## config.mk

```make
export PLATFORM = sky130hd
export DESIGN_NAME = hazard_scoreboard_unit
export DESIGN_NICKNAME = d
export VERILOG_FILES = /design/src/rtl/hazard_scoreboard_unit.sv
export SDC_FILE = /design/constraint.sdc
export NUM_CORES = 1
export LEC_CHECK = 0
export CAP_MARGIN = 30
export CORE_AREA = 2 2 85 120
export CTS_CLUSTER_DIAMETER = 40
export DETAILED_ROUTE_END_ITERATION = 12
export DIE_AREA = 0 0 87 122
export PLACE_DENSITY = 0.82
export SLEW_MARGIN = 25
export SYNTH_ARGS = -nofsm -noshare
export SYNTH_HDL_FRONTEND = slang
export SYNTH_SLANG_ARGS = --single-unit
```

## constraint.sdc

```tcl
create_clock -name clk -period 4.1 [get_ports clk]
set_input_delay 0.41 -clock clk [delete_from_list [all_inputs] [get_ports clk]]
set_output_delay 0.41 -clock clk [all_outputs]
set_load 0.05 [all_outputs]
```

## src/rtl/hazard_scoreboard_unit.sv

```systemverilog
// hazard_scoreboard_unit
//   Hazard unit between decode and execute. Forwards operands for NUM_SRC
//   decode sources from EX, MEM, load return and WB. Tracks up to MAX_LD
//   outstanding multi-cycle loads in a per-register scoreboard. Raises the
//   stall that holds fetch/decode and injects a bubble into EX.
//
//   Optional feature: define STALL_WDOG_EN to add a consecutive-stall
//   watchdog. When the watchdog count reaches WDOG_LIM it sets err.
//
// Ports
//   clk, rst            clock; synchronous active-low reset
//   id_valid            decode instruction valid
//   id_src_addr/used    source register numbers and their read enables
//   rf_data             register-file read data, one word per source
//   ex_*/mem_*/wb_*     writeback candidates from EX, MEM and WB
//   ld_issue/ld_addr    load leaves EX toward memory
//   ld_done/_addr/_data load data returns from memory
//   src_data            forwarded operand per source
//   stall               hold fetch/decode
//   pending             one bit per register: a load to it is in flight
//   stall_cnt           saturating count of stall cycles
//   err                 sticky protocol / watchdog error
module hazard_scoreboard_unit #(
  parameter int REG_AW   = 3,
  parameter int DATA_W   = 16,
  parameter int NUM_SRC  = 2,
  parameter int MAX_LD   = 2,
  parameter int WDOG_LIM = 64
) (
  input  logic                        clk,
  input  logic                        rst,
  input  logic                        id_valid,
  input  logic [NUM_SRC*REG_AW-1:0]   id_src_addr,
  input  logic [NUM_SRC-1:0]          id_src_used,
  input  logic [NUM_SRC*DATA_W-1:0]   rf_data,
  input  logic                        ex_wr,
  input  logic [REG_AW-1:0]           ex_addr,
  input  logic [DATA_W-1:0]           ex_data,
  input  logic                        mem_wr,
  input  logic [REG_AW-1:0]           mem_addr,
  input  logic [DATA_W-1:0]           mem_data,
  input  logic                        wb_wr,
  input  logic [REG_AW-1:0]           wb_addr,
  input  logic [DATA_W-1:0]           wb_data,
  input  logic                        ld_issue,
  input  logic [REG_AW-1:0]           ld_addr,
  input  logic                        ld_done,
  input  logic [REG_AW-1:0]           ld_done_addr,
  input  logic [DATA_W-1:0]           ld_done_data,
  output logic [NUM_SRC*DATA_W-1:0]   src_data,
  output logic                        stall,
  output logic [(2**REG_AW)-1:0]      pending,
  output logic [15:0]                 stall_cnt,
  output logic                        err
);

  localparam int NREG  = 2**REG_AW;
  localparam int CNT_W = $clog2(MAX_LD+1);
  localparam logic [CNT_W-1:0] LD_MAX = CNT_W'(MAX_LD);

  typedef enum logic [1:0] {RUN, LDWAIT, FULL} state_t;

  state_t             state_q, state_d;
  logic [NREG-1:0]    pending_q, pending_d;
  logic [CNT_W-1:0]   ld_cnt_q, ld_cnt_d;
  logic [15:0]        stall_cnt_q, stall_cnt_d;
  logic               err_q, err_d;
  logic               dep_stall, full_stall, proto_err, wdog_hit;

  // Forwarding: assignments run lowest priority first so the youngest
  // producer (EX) overrides everything older.
  always_comb begin
    src_data = rf_data;
    for (int i = 0; i < NUM_SRC; i++) begin
      if (wb_wr && wb_addr == id_src_addr[i*REG_AW +: REG_AW])
        src_data[i*DATA_W +: DATA_W] = wb_data;
      if (ld_done && ld_done_addr == id_src_addr[i*REG_AW +: REG_AW])
        src_data[i*DATA_W +: DATA_W] = ld_done_data;
      if (mem_wr && mem_addr == id_src_addr[i*REG_AW +: REG_AW])
        src_data[i*DATA_W +: DATA_W] = mem_data;
      if (ex_wr && ex_addr == id_src_addr[i*REG_AW +: REG_AW])
        src_data[i*DATA_W +: DATA_W] = ex_data;
    end
  end

  // Stall causes. A load returning this cycle resolves its own dependency
  // because its data is forwarded above.
  always_comb begin
    dep_stall = 1'b0;
    for (int i = 0; i < NUM_SRC; i++) begin
      if (id_src_used[i]) begin
        if (pending_q[id_src_addr[i*REG_AW +: REG_AW]] &&
            !(ld_done && ld_done_addr == id_src_addr[i*REG_AW +: REG_AW]))
          dep_stall = 1'b1;
        if (ld_issue && ld_addr == id_src_addr[i*REG_AW +: REG_AW])
          dep_stall = 1'b1;
      end
    end
    full_stall = (ld_cnt_q == LD_MAX) && !ld_done;
    stall      = id_valid && (dep_stall || full_stall);
  end

  // Stall-reason FSM; the dependency cause takes precedence over the limit.
  always_comb begin
    state_d = RUN;
    case (state_q)
      RUN, LDWAIT, FULL: begin
        if (id_valid && dep_stall)       state_d = LDWAIT;
        else if (id_valid && full_stall) state_d = FULL;
        else                             state_d = RUN;
      end
      default: state_d = RUN;
    endcase
  end

  // Scoreboard update. Issue is applied after done so that an issue and a
  // done to the same register in one cycle leave the bit set.
  always_comb begin
    pending_d = pending_q;
    if (ld_done)  pending_d[ld_done_addr] = 1'b0;
    if (ld_issue) pending_d[ld_addr]      = 1'b1;

    ld_cnt_d = ld_cnt_q;
    if (ld_issue && !ld_done && ld_cnt_q != LD_MAX) ld_cnt_d = ld_cnt_q + CNT_W'(1);
    if (ld_done && !ld_issue && ld_cnt_q != '0)     ld_cnt_d = ld_cnt_q - CNT_W'(1);

    proto_err = (ld_issue && pending_q[ld_addr] &&
                 !(ld_done && ld_done_addr == ld_addr)) ||
                (ld_done && !pending_q[ld_done_addr]) ||
                (ld_issue && ld_cnt_q == LD_MAX && !ld_done);

    stall_cnt_d = stall_cnt_q;
    if (stall && stall_cnt_q != 16'hFFFF) stall_cnt_d = stall_cnt_q + 16'd1;

    err_d = err_q || proto_err || wdog_hit;
  end

`ifdef STALL_WDOG_EN
  localparam int WDOG_W = ($clog2(WDOG_LIM+1) > 8) ? $clog2(WDOG_LIM+1) : 8;
  logic [WDOG_W-1:0] wdog_q, wdog_d;

  // Counts consecutive stall cycles; any non-stall cycle restarts it.
  always_comb begin
    wdog_d = '0;
    if (stall) wdog_d = (wdog_q == '1) ? wdog_q : wdog_q + WDOG_W'(1);
    wdog_hit = (wdog_d >= WDOG_W'(WDOG_LIM));
  end

  always_ff @(posedge clk) begin
    if (!rst) wdog_q <= '0;
    else      wdog_q <= wdog_d;
  end
`else
  assign wdog_hit = 1'b0;
  // The limit has no meaning without the watchdog; a zero limit is only
  // recognised here so the parameter keeps a defined role in this build.
  if (WDOG_LIM == 0) begin : g_wdog_lim_zero
  end
`endif

  always_ff @(posedge clk) begin
    if (!rst) begin
      state_q     <= RUN;
      pending_q   <= '0;
      ld_cnt_q    <= '0;
      stall_cnt_q <= '0;
      err_q       <= 1'b0;
    end else begin
      state_q     <= state_d;
      pending_q   <= pending_d;
      ld_cnt_q    <= ld_cnt_d;
      stall_cnt_q <= stall_cnt_d;
      err_q       <= err_d;
    end
  end

  assign pending   = pending_q;
  assign stall_cnt = stall_cnt_q;
  assign err       = err_q;

endmodule

```

==> results of run 1 <==
worst max-delay path: cells and delay by family:
| kind | cells | cell delay (ns) |
|---|---|---|
| AO/OA/AOI/OAI | 1 | 0.16 |
| buffers and inverters | 3 | 1.19 |
| multiplexers | 2 | 0.83 |
| AND/OR/NAND/NOR | 2 | 0.15 |
registers in the layout, indices dropped and copies added (netlist names):
register / count
ld_cnt_q: 2
err: 1
pending: 8
stall_cnt: 16
layer usage:
metal	vias to the layer above	share of wire (%)	track usage, %
li1	2014	-	-
met1	1938	39	30.54
met2	247	48	45.42
met3	23	11	6.843
met4	0	1.9	6.543
met5	-	0	0
cell type report:
cell class                      instances  area share (%)
Multi-Input combinational cell        390           45.61
Tap cell                              112           2.543
Timing Repair Buffer                  193           40.41
Clock buffer                            4           1.430
Sequential cell                        27           9.807
Inverter                                3          0.2043
stage by stage:
stage / instance area, um^2 / power [mW] / util (%)
detailed placement: 5433 / 1.108 / 56.41
global route: 5512 / 1.392 / 57.23
floorplan: 3263 / 0.6920 / -
CTS: 5512 / 1.337 / 57.23
finish: 5512 / 1.333 / 57.23
global placement: 5433 / 1.103 / 56.41
cell usage in the layout, fill, tap and decap left out, types with 18 or more instances in the layout:
cell type and n:
a211oi_1 34, a21oi_1 83, buf_12 32, clkdlybuf4s50_1 151
dfxtp_1 27, mux2i_1 39, nand2_1 19, nand3_1 18
nor2_1 73, xnor2_1 22
report_power, final:
| part | leakage (nW) | total [mW] | switching [mW] | internal (mW) |
|---|---|---|---|---|
| Clock | 0.0382 | 0.227 | 0.0935 | 0.133 |
| Combinational | 1.90 | 0.831 | 0.434 | 0.397 |
| Sequential | 0.219 | 0.276 | 0.00782 | 0.268 |
| Total | 2.16 | 1.33 | 0.535 | 0.798 |
worst max path at each step:
stage	cells after the start	end	slack, ns
floorplan	8	src_data[21]	1.11
global placement	9	src_data[11]	0.93
detailed placement	8	stall	0.95
CTS	8	stall	0.94
global route	9	src_data[2]	0.79
finish	8	stall	0.94
kinds of logic after synthesis:
kind of cell    Yosys count  synth area share (%)
compound gates          144                 25.96
xor+xnor                 33                 8.857
fa+ha+maj                 1                0.3834
buf+inv                  45                 6.710
flops                    27                 16.56
mux                      48                 17.48
simple gates            164                 24.04
==> results by group, run 1 <==
Cells and area
  – Area growth from synthesis to layout: 68.90%
  – Final #Nets: 746
  – Layout cells sized above 1: 9.238%
  – Filler instances: 871
  – Area of the multi-input gates: 2514 um^2
  – Finished Layout Cells: 729
  – FF+latch area: 540.5 um^2
  – # diodes: 0

Detailed routing
  – Routed WL: 14250 um
  – Average wire per standard cell: 19.54 um
  – Routed vias: 4222
  – Post-route ant nets: 0
  – Drt first pass iters: 5
  – Post-route DRC: 0
  – Drt via density: 5.791
  – Iter 0 DRT Violations: approximately 190

Placement
  – Post-DP HPWL: approximately 11000 um
  – Worst slack at placement: 0.9460 ns
  – Gp weighted congestion: about 0.94
  – Placed insts: about 730
  – IO buf count: 184

STA
  – Worst Skew: 0.006358 ns
  – Final Hold Slack: 0.5171 ns
  – RSZ-0062 raised after global routing: no
  – Period minus WS final: around 3.2 ns
  – Highest clock rate: 316.3 MHz
  – Final Cycle Share: 77.12%
  – Final Hold Fails: 0
  – Slew Viols, Final: 0
  – Slew HR: 56.12%
  – Worst-Margin Slew: 0.6574 ns
  – Setup Total Neg Slack: 0 ns
  – Final setup viols: 0
  – Final worst setup slack: 0.9381 ns

Global routing
  – Total GRT Usage: about a quarter
  – Initial antenna violation count: 0
  – Largest net degree at the start of global routing: 34
  – Gr ovfl total: 0
  – First-pass GRT wire length: 21670 um
  – Vias in the first global route: 4087

Yosys
  – Main area contributors after synthesis: dfxtp_1, a21oi_1, mux2i_1
  – Primary FF master, synth: dfxtp_1
  – Asr flop ratio synth: 0%
  – Most common cell in the netlist: a21oi_1
  – Synth Warn #: 0
  – Sequential element share of the synthesized area: 16.56%
  – Flops & latches, synth: 27
  – Top cell type's share of synthesized area: 16.56%
  – Synthesized Nets: around 600
  – Synthesized cell area: 3263 um^2
  – Post-synth top cells: a21oi_1, nor2_1, mux2i_1, a211oi_1, dfxtp_1
  – Post-synth EDFFs: 0
  – Avg Inst Size Synth: 7.063 um^2
  – Yosys cell types: 37
  – Area leader, netlist: dfxtp_1
  – Cells after Synth: 462

Hold path
  – Hold Path Depth: 2
  – Worst min path class: reg2reg
  – Hold_sp: stall_cnt[6]
  – Hold EP: stall_cnt[6]

Worst setup path
  – Reg2Reg Capture Point: stall_cnt[1]
  – Worst-path maximum fanout: 28
  – Reg2Reg Depth: 7
  – Crit path cell chain: clkdlybuf4s50_1 > mux4_2 > mux2_2 > nand3_1 > o311a_1 > buf_4 > nor2_1 > buf_4
  – Slowest CP cell: clkdlybuf4s50_1
  – Worst R2R Setup Slack: about 1.8 ns
  – Setup crit start kind: primary input
  – Worst EP required: approximately 3.7 ns
  – Critical path class: in2out
  – Crit path largest cell delay: ~0.73 ns
  – Worst setup path startpoint: id_src_addr[3]
  – Worst R2R Start: stall_cnt[0]
  – Most used cell, CP: buf_4
  – CP Capture Type: output port
  – CP arrival: 2.75 ns

Clock network
  – Clk buf depth: 2
  – H-tree Lvls: 1
  – Clk root buf: clkbuf_16
  – Post-cts gate resize count: 0
  – CTS tree: built
  – Worst-path clk slew: 0.07 ns
  – Clock Sinks: 27
  – Worst-Skew Late Latency: 0.27 ns
  – TritonCTS buffer count: 3
  – CTS Hold Buffers Added: 0
  – Post-CTS setup repair buffer count: 0

Floorplan
  – I/O pin total: 185
  – Die Wd: between 80 and 90 um
  – Core area: just under 10000 um^2
  – Starting Density: 33.88%
  – Std-Cell Rows: 43
  – DIE AREA: 10610 um^2
  – Die span in y: around 120 um

Power
  – Power per standard cell area: 241.9 nW/um^2
  – Pleak: ~2.2 nW
  – Peak VDD IR: 0.1992 mV

Run
  – Max-Cap Viols: 0

Outcome
  – Outcome: complete, no violations
(Power assumes the default switching activity.)
==> run 2: changes to the inputs <==
- PLACE_DENSITY: 0.82 -> 0.85
- clock period: 4.1 -> 2.7 ns (I/O delays scaled with it)
==> run 2 against run 1 <==
Against the previous run:
- global-route usage up 1.3 points
- worst hold slack worse by 0.0060 ns
- largest power group unchanged
- clock skew down 0.0026 ns
- cell count up 2.9%
- critical endpoint unchanged
- register-to-register slack worse by 1.5 ns
==> results by group, run 2 (same netlist as run 1, synthesis figures left out) <==
Worst setup path
  – Reg2Reg Capture Point: stall_cnt[2]
  – Reg2Reg Depth: 7
  – Worst EP required: 2.43 ns
  – Slowest CP cell: clkdlybuf4s50_1
  – Worst R2R Setup Slack: 0.28 ns
  – Crit path cell chain: clkdlybuf4s50_1 > buf_4 > mux4_2 > mux2_2 > nand3_1 > o311a_1 > nor2_1 > buf_4
  – Worst-path maximum fanout: 6
  – Worst setup path startpoint: id_src_addr[3]
  – Crit path to: stall
  – Crit path largest cell delay: ~0.51 ns
  – Setup crit start kind: primary input
  – Worst R2R Start: stall_cnt[0]
  – CP arrival: 2.36 ns
  – Critical path class: in2out
  – CP Capture Type: output port
  – Most used cell, CP: buf_4

Floorplan
  – Starting Density: 33.88%
  – Std-Cell Rows: 43
  – Die Wd: 87 um
  – I/O pin total: 185
  – Core area: a little under 10000 um^2
  – DIE AREA: 10610 um^2
  – Die span in y: 122 um

Cells and area
  – Area of the multi-input gates: 2567 um^2
  – Final #Nets: ~770
  – Filler instances: ~840
  – Finished Cell Area: 5823 um^2
  – Layout cells sized above 1: between 10% and 20%
  – Area growth from synthesis to layout: 78.45%
  – FF+latch area: roughly 540 um^2
  – Most frequent cells in the layout: clkdlybuf4s50_1, nor2_1, a21oi_1, mux2i_1, buf_12
  – Most common cell after layout, fill and taps aside: clkdlybuf4s50_1
  – # diodes: 0
  – Max reg flops: 16

Power
  – Pleak: 2.322 nW
  – Comb pwr share: 63.5%
  – Internal: 1.261 mW
  – Power per standard cell area: about 360 nW/um^2
  – Clock network fraction of total power: 16.8%
  – Sw power: 0.8569 mW
  – Sw Ratio: between 40% and 50%
  – Flop pwr share: 19.8%
  – Peak VDD IR: 0.4087 mV

Detailed routing
  – Post-route DRC: 0
  – Routed WL: 14830 um
  – Average wire per standard cell: 19.77 um
  – Drt first pass iters: 5
  – Post-route ant nets: 0
  – Iter 0 DRT Violations: 237
  – Drt via density: 5.827
  – Routed vias: 4370

STA
  – Setup Total Neg Slack: 0 ns
  – RSZ-0062 raised after global routing: no
  – Slew Viols, Final: 0
  – Highest clock rate: 380.9 MHz
  – Final Hold Slack: 0.5111 ns
  – Final Hold Fails: 0
  – Final setup viols: 0
  – Worst-Margin Slew: 0.5681 ns
  – Worst Skew: approximately 0.0038 ns
  – Final Cycle Share: 97.23%
  – Slew HR: 61.78%
  – Final worst setup slack: 0.07476 ns
  – Period minus WS final: 2.625 ns

Clock network
  – Clk buf depth: 2
  – Clk root buf: clkbuf_16
  – Post-cts gate resize count: 0
  – CTS Hold Buffers Added: 0
  – CTS tree: built
  – Worst-path clk slew: 0.07 ns
  – TritonCTS buffer count: 3
  – Worst-Skew Late Latency: about 0.27 ns
  – Post-CTS setup repair buffer count: 0
  – Clock Sinks: 27
  – H-tree Lvls: 1

Global routing
  – Gr ovfl total: 0
  – Vias in the first global route: ~4200
  – Largest net degree at the start of global routing: 34
  – Total GRT Usage: 27.10%
  – Initial antenna violation count: 0
  – First-pass GRT wire length: 22530 um

Placement
  – IO buf count: ~180
  – Post-DP Area: 5715 um^2
  – Worst slack at placement: 0.02156 ns
  – Gp weighted congestion: 0.9519
  – Post-DP HPWL: 11780 um

Hold path
  – Worst min path class: reg2reg

Outcome
  – Outcome: complete, no violations

Run
  – Max-Cap Viols: 0
-- run 2: cell types whose count changed in the layout (fill, tap and decap cells not counted), sizes merged --
cell	previous run	this run
buf	42	63
clkdlybuf4s50	151	149
dlymetal6s2s	0	2
clkbuf	4	3
clkinvlp	0	1
-- run 2: area by class of cell --
class	count	share of cell area, %
clock buffers	3	1.289
clock inverters	1	0.1289
inverters	3	0.1934
multi-input cells	390	44.09
flip-flops and latches	27	9.282
well taps	112	2.407
repair buffers	214	42.61
-- run 2: metrics by stage --
step | power [mW] | util [%] | std cells
2_1_floorplan | 1.064 | - | 462
3_3_place_gp | 1.752 | 59.35 | 746
3_5_place_dp | 1.758 | 59.35 | 746
4_1_cts | 2.112 | 60.21 | 750
5_1_grt | 2.200 | 60.47 | 750
6_report | 2.118 | 60.47 | 750
-- run 2: routing by layer --
metal	track usage, %	wire, um	vias to the layer above
li1	-	-	2046
met1	32.42	5761	2019
met2	45.18	6936	270
met3	7.927	1657	35
met4	10.45	473	0
met5	0	0	-
-- run 2: power groups by stage --
stage	logic, mW	clock network, mW	registers, mW
finish	1.34	0.355	0.419
global route	1.41	0.372	0.420
CTS	1.34	0.356	0.418
detailed placement	1.33	0	0.427
global placement	1.33	0	0.427
floorplan	0.617	0	0.447
-- run 2: critical path: cells and delay by family --
family	cells	cell delay (ns)
simple gates	2	0.15
mux	2	0.79
compound gates	1	0.25
buf+inv	3	0.89
-- run 2: worst min path at each step --
stage | startpoint | to | slack, ns | depth (start not counted)
after floorplan | rst | stall_cnt[2] | 0.43 | 2
final | stall_cnt[4] | stall_cnt[4] | 0.51 | 2
after global routing | stall_cnt[2] | stall_cnt[2] | 0.55 | 2
after detailed placement | stall_cnt[4] | stall_cnt[4] | 0.50 | 2
after CTS | stall_cnt[4] | stall_cnt[4] | 0.51 | 2
after global placement | stall_cnt[4] | stall_cnt[4] | 0.48 | 2
